## src/rtl/enigma_char_feeder.sv

```systemverilog
// enigma_char_feeder: ASCII front-end for the Enigma core.
// Letters are case-folded to 0..25 and queued with their decrypt flag; a
// single character at a time is issued to the core, and the result is
// returned as uppercase ASCII on a ready/valid port. Non-letters are dropped
// and counted, and a watchdog abandons characters the core never answers.
//
// state | meaning
// IDLE  | waiting for a queued character; pops the head entry on exit
// ISSUE | core_valid pulse, watchdog loaded
// WAIT  | waiting for core_done or the watchdog terminal count
// OUT   | out_char presented until out_ready
module enigma_char_feeder #(
  parameter int FIFO_DEPTH = 8,
  parameter int TIMEOUT    = 64
) (
  input  logic        clk,
  input  logic        reset,
  input  logic        in_valid,
  output logic        in_ready,
  input  logic [7:0]  in_char,
  input  logic        in_dec,
  output logic        core_valid,
  output logic [7:0]  core_din,
  output logic        core_dec,
  input  logic        core_done,
  input  logic [7:0]  core_dout,
  output logic        out_valid,
  input  logic        out_ready,
  output logic [7:0]  out_char,
  output logic        err_timeout,
  output logic [15:0] drop_count
);

  localparam int PW = $clog2(FIFO_DEPTH);
  localparam int TW = $clog2(TIMEOUT);

  typedef enum logic [1:0] {IDLE, ISSUE, WAIT, OUT} state_t;

  state_t        state, state_nxt;
  logic [8:0]    mem [FIFO_DEPTH];
  logic [PW-1:0] wr_ptr, rd_ptr;
  logic [PW:0]   count;
  logic          full, empty, accept, is_upper, is_lower, is_letter, push, pop;
  logic [7:0]    letter_idx;
  logic [7:0]    result_char;
  logic [TW-1:0] timer;
  logic          timer_tc;

  assign full       = (count == (PW+1)'(FIFO_DEPTH));
  assign empty      = (count == '0);
  assign in_ready   = !full;
  assign accept     = in_valid && !full;
  assign is_upper   = (in_char >= 8'h41) && (in_char <= 8'h5A);
  assign is_lower   = (in_char >= 8'h61) && (in_char <= 8'h7A);
  assign is_letter  = is_upper || is_lower;
  assign push       = accept && is_letter;
  assign letter_idx = is_upper ? (in_char - 8'h41) : (in_char - 8'h61);

  // Out-of-alphabet core results come back as '?'
  assign result_char = (core_dout <= 8'd25) ? (8'h41 + core_dout) : 8'h3F;

  // Watchdog counts down from TIMEOUT-1; zero marks the final WAIT cycle
  assign timer_tc = (timer == '0);

  assign core_valid = (state == ISSUE);
  assign out_valid  = (state == OUT);

  // FIFO storage; contents need no reset since count gates every read
  always_ff @(posedge clk) begin
    if (push) mem[wr_ptr] <= {in_dec, letter_idx};
  end

  // FIFO pointers and occupancy
  always_ff @(posedge clk or posedge reset) begin
    if (reset) begin
      wr_ptr <= '0;
      rd_ptr <= '0;
      count  <= '0;
    end else begin
      if (push) wr_ptr <= wr_ptr + 1'b1;
      if (pop)  rd_ptr <= rd_ptr + 1'b1;
      case ({push, pop})
        2'b10:   count <= count + 1'b1;
        2'b01:   count <= count - 1'b1;
        default: ;
      endcase
    end
  end

  // Saturating count of consumed non-letters
  always_ff @(posedge clk or posedge reset) begin
    if (reset) begin
      drop_count <= '0;
    end else if (accept && !is_letter && (drop_count != 16'hFFFF)) begin
      drop_count <= drop_count + 1'b1;
    end
  end

  // State register
  always_ff @(posedge clk or posedge reset) begin
    if (reset) state <= IDLE;
    else       state <= state_nxt;
  end

  // Next-state and pop decode
  always_comb begin
    state_nxt = state;
    pop       = 1'b0;
    case (state)
      IDLE: begin
        if (!empty) begin
          state_nxt = ISSUE;
          pop       = 1'b1;
        end
      end
      ISSUE:   state_nxt = WAIT;
      WAIT:    if (core_done || timer_tc) state_nxt = OUT;
      OUT:     if (out_ready) state_nxt = IDLE;
      default: state_nxt = IDLE;
    endcase
  end

  // Watchdog down-counter
  always_ff @(posedge clk or posedge reset) begin
    if (reset) begin
      timer <= '0;
    end else if (state == ISSUE) begin
      timer <= TW'(TIMEOUT - 1);
    end else if ((state == WAIT) && !timer_tc) begin
      timer <= timer - 1'b1;
    end
  end

  // Registered core-side and output-side datapath
  always_ff @(posedge clk or posedge reset) begin
    if (reset) begin
      core_din    <= '0;
      core_dec    <= 1'b0;
      out_char    <= '0;
      err_timeout <= 1'b0;
    end else begin
      err_timeout <= 1'b0;
      if (pop) begin
        core_din <= mem[rd_ptr][7:0];
        core_dec <= mem[rd_ptr][8];
      end
      // done takes priority over a coincident watchdog expiry
      if (state == WAIT) begin
        if (core_done) begin
          out_char <= result_char;
        end else if (timer_tc) begin
          out_char    <= 8'h3F;
          err_timeout <= 1'b1;
        end
      end
    end
  end

endmodule
```

## config.mk

```make
export PLATFORM = sky130hd
export DESIGN_NAME = enigma_char_feeder
export DESIGN_NICKNAME = d
export VERILOG_FILES = /design/src/rtl/enigma_char_feeder.sv
export SDC_FILE = /design/constraint.sdc
export NUM_CORES = 1
export LEC_CHECK = 0
export CAP_MARGIN = 0
export CORE_AREA = 4 4 101 103
export CTS_CLUSTER_DIAMETER = 50
export CTS_CLUSTER_SIZE = 14
export DETAILED_ROUTE_END_ITERATION = 12
export DIE_AREA = 0 0 105 107
export GPL_TIMING_DRIVEN = 0
export PLACE_DENSITY = 0.84
export SLEW_MARGIN = 20
export SYNTH_ARGS = -nofsm -noshare
export SYNTH_HDL_FRONTEND = slang
export SYNTH_SLANG_ARGS = --single-unit
```

## constraint.sdc

```tcl
create_clock -name clk -period 5.9 [get_ports clk]
set_clock_uncertainty 0.05 [all_clocks]
set_input_delay 0.885 -clock clk [delete_from_list [all_inputs] [get_ports clk]]
set_output_delay 0.885 -clock clk [all_outputs]
set_load 0.01 [all_outputs]
```

# [Word-level counts from Yosys, hierarchy flattened]
# Memories as Yosys holds them, arrays and structs flattened. A register that Yosys moved wholly into a read port is not among the register bits.
# Cells that the tools add are included.
[totals] out_inout_bits=37 ff_bits=43 n_memories=1 in_bits=22 ramBits=72
[op_classes] n_reduce_logical=20 n_eq_ne=10 n_lt_le_gt_ge=5 muxes=18 addsub=9
[memory_table] memory="mem" words=8 word_bits=9 rd=1 rd_ports_with_merged_regs=1 write_ports=1 line="40" source="logic [8:0] mem [FIFO_DEPTH];"
[ops] operator="8-bit two-way mux" n=4
[ops] operator="16-bit by 1-bit adder with 16-bit output, second input constant" n=1
[ops] operator="8-bit by 7-bit greater-or-equal comparator with 1-bit output, second input constant" n=2
[ops] operator="8-bit by 7-bit less-or-equal comparator with 1-bit output, second input constant" n=2
[ops] operator="16-bit inequality test, second input constant" n=1
[ops] operator="8-bit by 7-bit subtractor with 8-bit output, second input constant" n=2
[ops] operator="6-bit two-way mux" n=2
[ops] operator="7-bit by 8-bit adder with 8-bit output, first input constant" n=1
[ops] operator="8-bit by 5-bit less-or-equal comparator with 1-bit output, second input constant" n=1
[ops] operator="2-bit one-hot mux with 4 select lines" n=1
[ops] operator="4-bit one-hot mux with 2 select lines" n=1
[ops] operator="1-bit logical AND" n=7
[ops] operator="1-bit two-way mux" n=7
[ops] operator="3-bit by 1-bit adder with 3-bit output, second input constant" n=2
[ops] operator="2-bit == test, second input constant" n=3
[ops] operator="6-bit zero test" n=1
[ops] operator="2-bit two-way mux" n=3
[ops] operator="2-bit nonzero test" n=3
[ops] operator="6-bit by 1-bit subtractor with 6-bit output, second input constant" n=1
[ops] operator="4-bit by 1-bit adder with 4-bit output, second input constant" n=1
[ops] operator="2-bit by 1-bit == test with 1-bit output, second input constant" n=2
[ops] operator="4-bit == test, second input constant" n=1
[ops] operator="4-bit zero test" n=1
[ops] operator="2-bit inequality test, second input constant" n=2
[ops] operator="other kinds (7)" n=10

# [Longest topological paths before layout]
[depth] word_depth=6 ltp_mapped=14

# [Worst setup path before layout]
# No wires, ideal clock.
[synth_timing] path_kind="input -> register" startpoint="input in_char[0]" endpoint="memory mem[4][0], enable pin" required_ns=5.447 setup_ns=0.403 arrival_time_ns=3.078 path_stages=8 setup_slack_ns=2.369 cell_sequence="inv_1 -> ha_1 -> nor4b_2 -> a21oi_1 -> o31ai_4 -> nor2_4 -> inv_2 -> nor4b_1"
[synth_via] elab_chain_len=6
[synth_rtl] item="start: declaration" line="20" source="input logic [7:0] in_char,"
[synth_rtl] item="8-bit by 7-bit greater-or-equal comparator with 1-bit output, or another cell as far along" line="53" source="assign is_upper = (in_char >= 8'h41) && (in_char <= 8'h5A);"
[synth_rtl] item="1-bit logical AND (on tied branches)" line="53, 54"
[synth_rtl] item="1-bit logical OR (*)" line="55" source="assign is_letter = is_upper || is_lower;"
[synth_rtl] item="1-bit logical AND (*)" line="56" source="assign push = accept && is_letter;"
[synth_rtl] item="1-bit two-way mux (*)" line="70" source="if (push) mem[wr_ptr] <= {in_dec, letter_idx};"
[synth_rtl] item="1-bit two-way mux (implied by the code) (*)" line="70"
[synth_rtl] item="end: declaration" line="40"
# Mark *: on every way between the ends. The rest lies on a longest branch, timed or not.

# [Worst setup path after layout]
[layout_timing] startpoint="input in_char[0]" endpoint="register count[2]"
[layout_via] elab_chain_len=6
[layout_rtl] item="8-bit by 7-bit greater-or-equal comparator with 1-bit output, or another cell as far along" line="53"
[layout_rtl] item="1-bit logical AND (on tied branches)" line="53, 54"
[layout_rtl] item="1-bit logical OR (*)" line="55"
[layout_rtl] item="1-bit logical AND (*)" line="56"
[layout_rtl] item="2-bit by 1-bit == test with 1-bit output or 2-bit == test (tied branches)" line="82" source="case ({push, pop})"
[layout_rtl] item="4-bit one-hot mux with 2 select lines or 2-bit nonzero test (tied branches)"
[layout_rtl] item="end signal: assignment" line="83" source="2'b10: count <= count + 1'b1;"
[layout_rtl] item="end signal: assignment" line="84" source="2'b01: count <= count - 1'b1;"
[layout_rtl] item="end: declaration" line="42" source="logic [PW:0] count;"
# Marked as above.
# A chain may end at the register's enable or synchronous reset.

==> summary.txt <==
Clock tree
  – Worst skew pair latency: between 0.5 and 0.6 ns
  – CTS Sinks: 124
  – CTS clk-pin slew, worst paths: about 0.060 ns
  – Num CTS Buffers: 17
  – Post-CTS Resized: 0
  – Root buffer cell: clkbuf_8
  – Max Buffers Root-to-Sink: 2
  – Hold_buf cts: 0
  – Setup bufs post-CTS: 0
  – CTS tree: yes
  – H-tree Lvls: 4

STA
  – Final Cycle Share: approximately 62%
  – Final number of max-transition violations: 0
  – Final setup viols: 0
  – Final worst path period need: 3.68 ns
  – Slew HR: 41.0%
  – TNS Setup: 0 ns
  – RSZ-0062 raised after global routing: no
  – Measured slew at the worst slew-check pin: approximately 0.88 ns
  – Final Hold Viols: 0
  – FMAX: 272 MHz

Drt
  – # DRC: 0
  – Wirelength per Cell: 18.7 µm
  – Vias: 3,521
  – Routed wire length: 11.3 mm
  – 1st-iter DRT viols: 151
  – Vias/cell: 5.86
  – Drt first pass iters: 5
  – Post-DRT Antenna Nets: 0

Synth
  – Unique masters post-synth: 51
  – Mapped Cells: 394
  – Post-synthesis sequential area ratio: 62.2%
  – Synthesized area per cell: 14.1 µm²
  – Yosys warning count: 0
  – Post-synthesis compound-gate area fraction: 4.18%
  – Mux cell area share after synthesis: about 10%
  – Synth Cell Area: 5570 µm²
  – Simple-gate share of the synthesized area: 11.6%
  – Adder-Cell Fraction of Synth Area: a little over 4%
  – Largest family of logic cells by synthesized area: simple AND/OR/NAND/NOR gates
  – Synth Register Bits: around 120
  – Xor/xnor cell area share of the yosys netlist: between 5 and 6%
  – Syn Nets: between 400 and 500

Placed design
  – PortBufs: 57
  – DP Wirelength: 7.66 mm
  – RePlAce Congestion: 0.839

Setup path
  – Max Fanout on Critical Path: 10
  – Crit. End Element: flip-flop
  – WP data arrival: ~4 ns
  – WS Path Type: in2reg
  – CP startpoint kind: input pin
  – CP required: about 6.3 ns

Floorplanning
  – Die area: 11,200 µm²
  – Chip width: roughly 110 µm
  – Initial Utilization: 60.5%
  – # IOs: 59
  – Chip Height: roughly 110 µm
  – Core area: 9200 µm²
  – Core Rows: 35

Run
  – Max-Cap Viols: 0

Power and ir drop
  – Power Total: 0.00316 W
  – P per Cell Area: roughly 450 nW/µm²
  – Net switching power: 0.000971 W
  – P_leak: 2.63 nW
  – Clock network fraction of total power: 32.2%
  – Gate power share: 30.7%
  – Sequential fraction of design power: 37.1%
  – Switching share of power: a little under a third
  – Internal power: 0.00219 W
  – VDD IR max: about 0.21 mV

Final layout
  – P&R area growth vs syn: 25.3%
  – Final #Nets: about 520
  – Diode count: 0
  – Layout cells sized above 1: 17.3%

Worst hold path
  – Worst min-delay path class: reg2reg

GRT
  – Grt total ovfl: 0
  – First-pass GRT wire length: approximately 19 mm
  – All-Layer GR Usage: 21.8%
  – Vias in the first global route: 3,740
  – Antenna violations before repair: 0
  – Largest net degree at the start of global routing: 33

Status
  – Status: finished, final reports clean
## worst max-delay path, cell delays in order
cell and delay, ns:
clkdlybuf4s50_1 0.56, inv_1 0.11, ha_1 0.24, nor4b_2 0.18, a21oi_1 0.32, o31ai_4 0.19, nor2_4 0.16, inv_2 0.14
ha_1 0.30, xor2_1 0.17, ha_1 0.20, a21oi_1 0.14, xor2_1 0.08, nor2_1 0.14, xor2_1 0.22
## stage by stage
step	hold WS, ns	setup WS, ns	std cells	utilization, %	instance area (µm²)
3_5_place_dp	0.419	1.72	569	69.5	6390
6_report	0.423	2.22	601	75.9	6980
5_1_grt	0.458	2.03	601	75.9	6980
2_1_floorplan	0.407	2.37	394	-	5570
4_1_cts	0.432	2.18	601	75.9	6980
3_3_place_gp	0.410	0.898	562	68.3	6280
## logic make-up (layout without fill, tap and decap cells)
kind of cell,count (synthesis),after routing
AOI/OAI and AO/OA,36,36
xor gates and xnor gates,34,34
adders and majority gates,18,18
buffers and inverters,33,129
DFF,124,124
muxes,31,31
and+or+nand+nor,118,118
## synthesized netlist by cell type (all sizes together)
library cell  instances  share of area [%]
edfxtp               72                 39
dfrtp                52                 23
nand2                25                1.7
xnor2                23                3.6
inv                  21                1.4
nor2                 21                1.6
ha                   18                4.0
mux4                 18                7.3
nand3                12                1.1
nand4                12                1.3
o21ai                11               0.99
xor2                 11                1.7
buf                  10                1.3
a21oi                 9               0.81
mux2i                 9                1.6
nor3                  9               0.81
and3                  8               0.99
nand2b                8               0.90
nor4b                 5               0.90
mux2                  4               0.88
nor4                  4               0.45
a31oi                 3               0.34
and2                  3               0.38
o21bai                3               0.40
clkbuf                2               0.13
nand3b                2               0.27
nor2b                 2               0.22
o22ai                 2               0.22
o31ai                 2               0.52
or3                   2               0.22
or4b                  2               0.43
a211o                 1               0.16
a211oi                1               0.13
a22oi                 1               0.13
a311oi                1               0.16
a31o                  1               0.16
and4                  1               0.16
nor3b                 1               0.13
o31a                  1               0.16
or2                   1               0.11
## flip-flops by register name, indices dropped and copies added, names as in the netlist
name and flops:
rd_ptr 3, wr_ptr 3, count 4, err_timeout 1
out_char 8, state 2, core_dec 1, core_din 8
drop_count 16, mem 72, timer 6
## power by group through the flow
stage               clock network (W)  logic (W)  registers, W
finish                        0.00102   0.000969       0.00117
global route                  0.00108    0.00107       0.00119
CTS                           0.00103   0.000984       0.00117
detailed placement                  0   0.000964       0.00119
global placement                    0   0.000905       0.00117
floorplan                           0   0.000608       0.00119
## final cells by class
class                   instances  area (µm²)
fillers                       567        2220
multi-input cells             237        2000
clock inverters                14         171
repair buffers                 64         636
well taps                     111         139
plain buffers                  12        77.6
inverters                      21        78.8
clock buffers                  18         418
flip-flops and latches        124        3460
## cell usage in the layout (no fill, tap or decap), types with 5 or more instances in the layout
cell and count:
ha_1 18, dfrtp_1 52, clkinvlp_4 6, mux4_2 18, nand4_1 12, buf_4 8
clkdlybuf4s50_1 57, nor3_1 7, nand3_1 12, xor2_1 11, nand2_1 25, o21ai_0 11
and3_1 7, edfxtp_1 72, a21oi_1 9, clkbuf_16 16, mux2i_1 9, nand2b_1 8
nor4b_2 5, nor2_1 20, xnor2_1 23, inv_1 19
## metal layers
layer	track usage, %	share of wire (%)	vias to the layer above
met5	0	0	-
li1	-	-	1629
met3	4.82	4.7	15
met1	26.5	40	1772
met4	8.34	1.4	0
met2	38.2	54	105
## worst paths after layout
path / startpoint / slack (ns) / endpoint / cells past startpoint
max: in_char[0] / 2.22 / count[2] / 15
max reg2reg: count[1] / 2.97 / count[2] / 12
min in group asynchronous: reset / 0.66 / out_char[5] / 2
max in group asynchronous: reset / 4.61 / drop_count[9] / 3
min reg2reg: core_din[5] / 0.42 / core_din[5] / 2
min: core_din[5] / 0.42 / core_din[5] / 2
(Power assumes the default switching activity.)
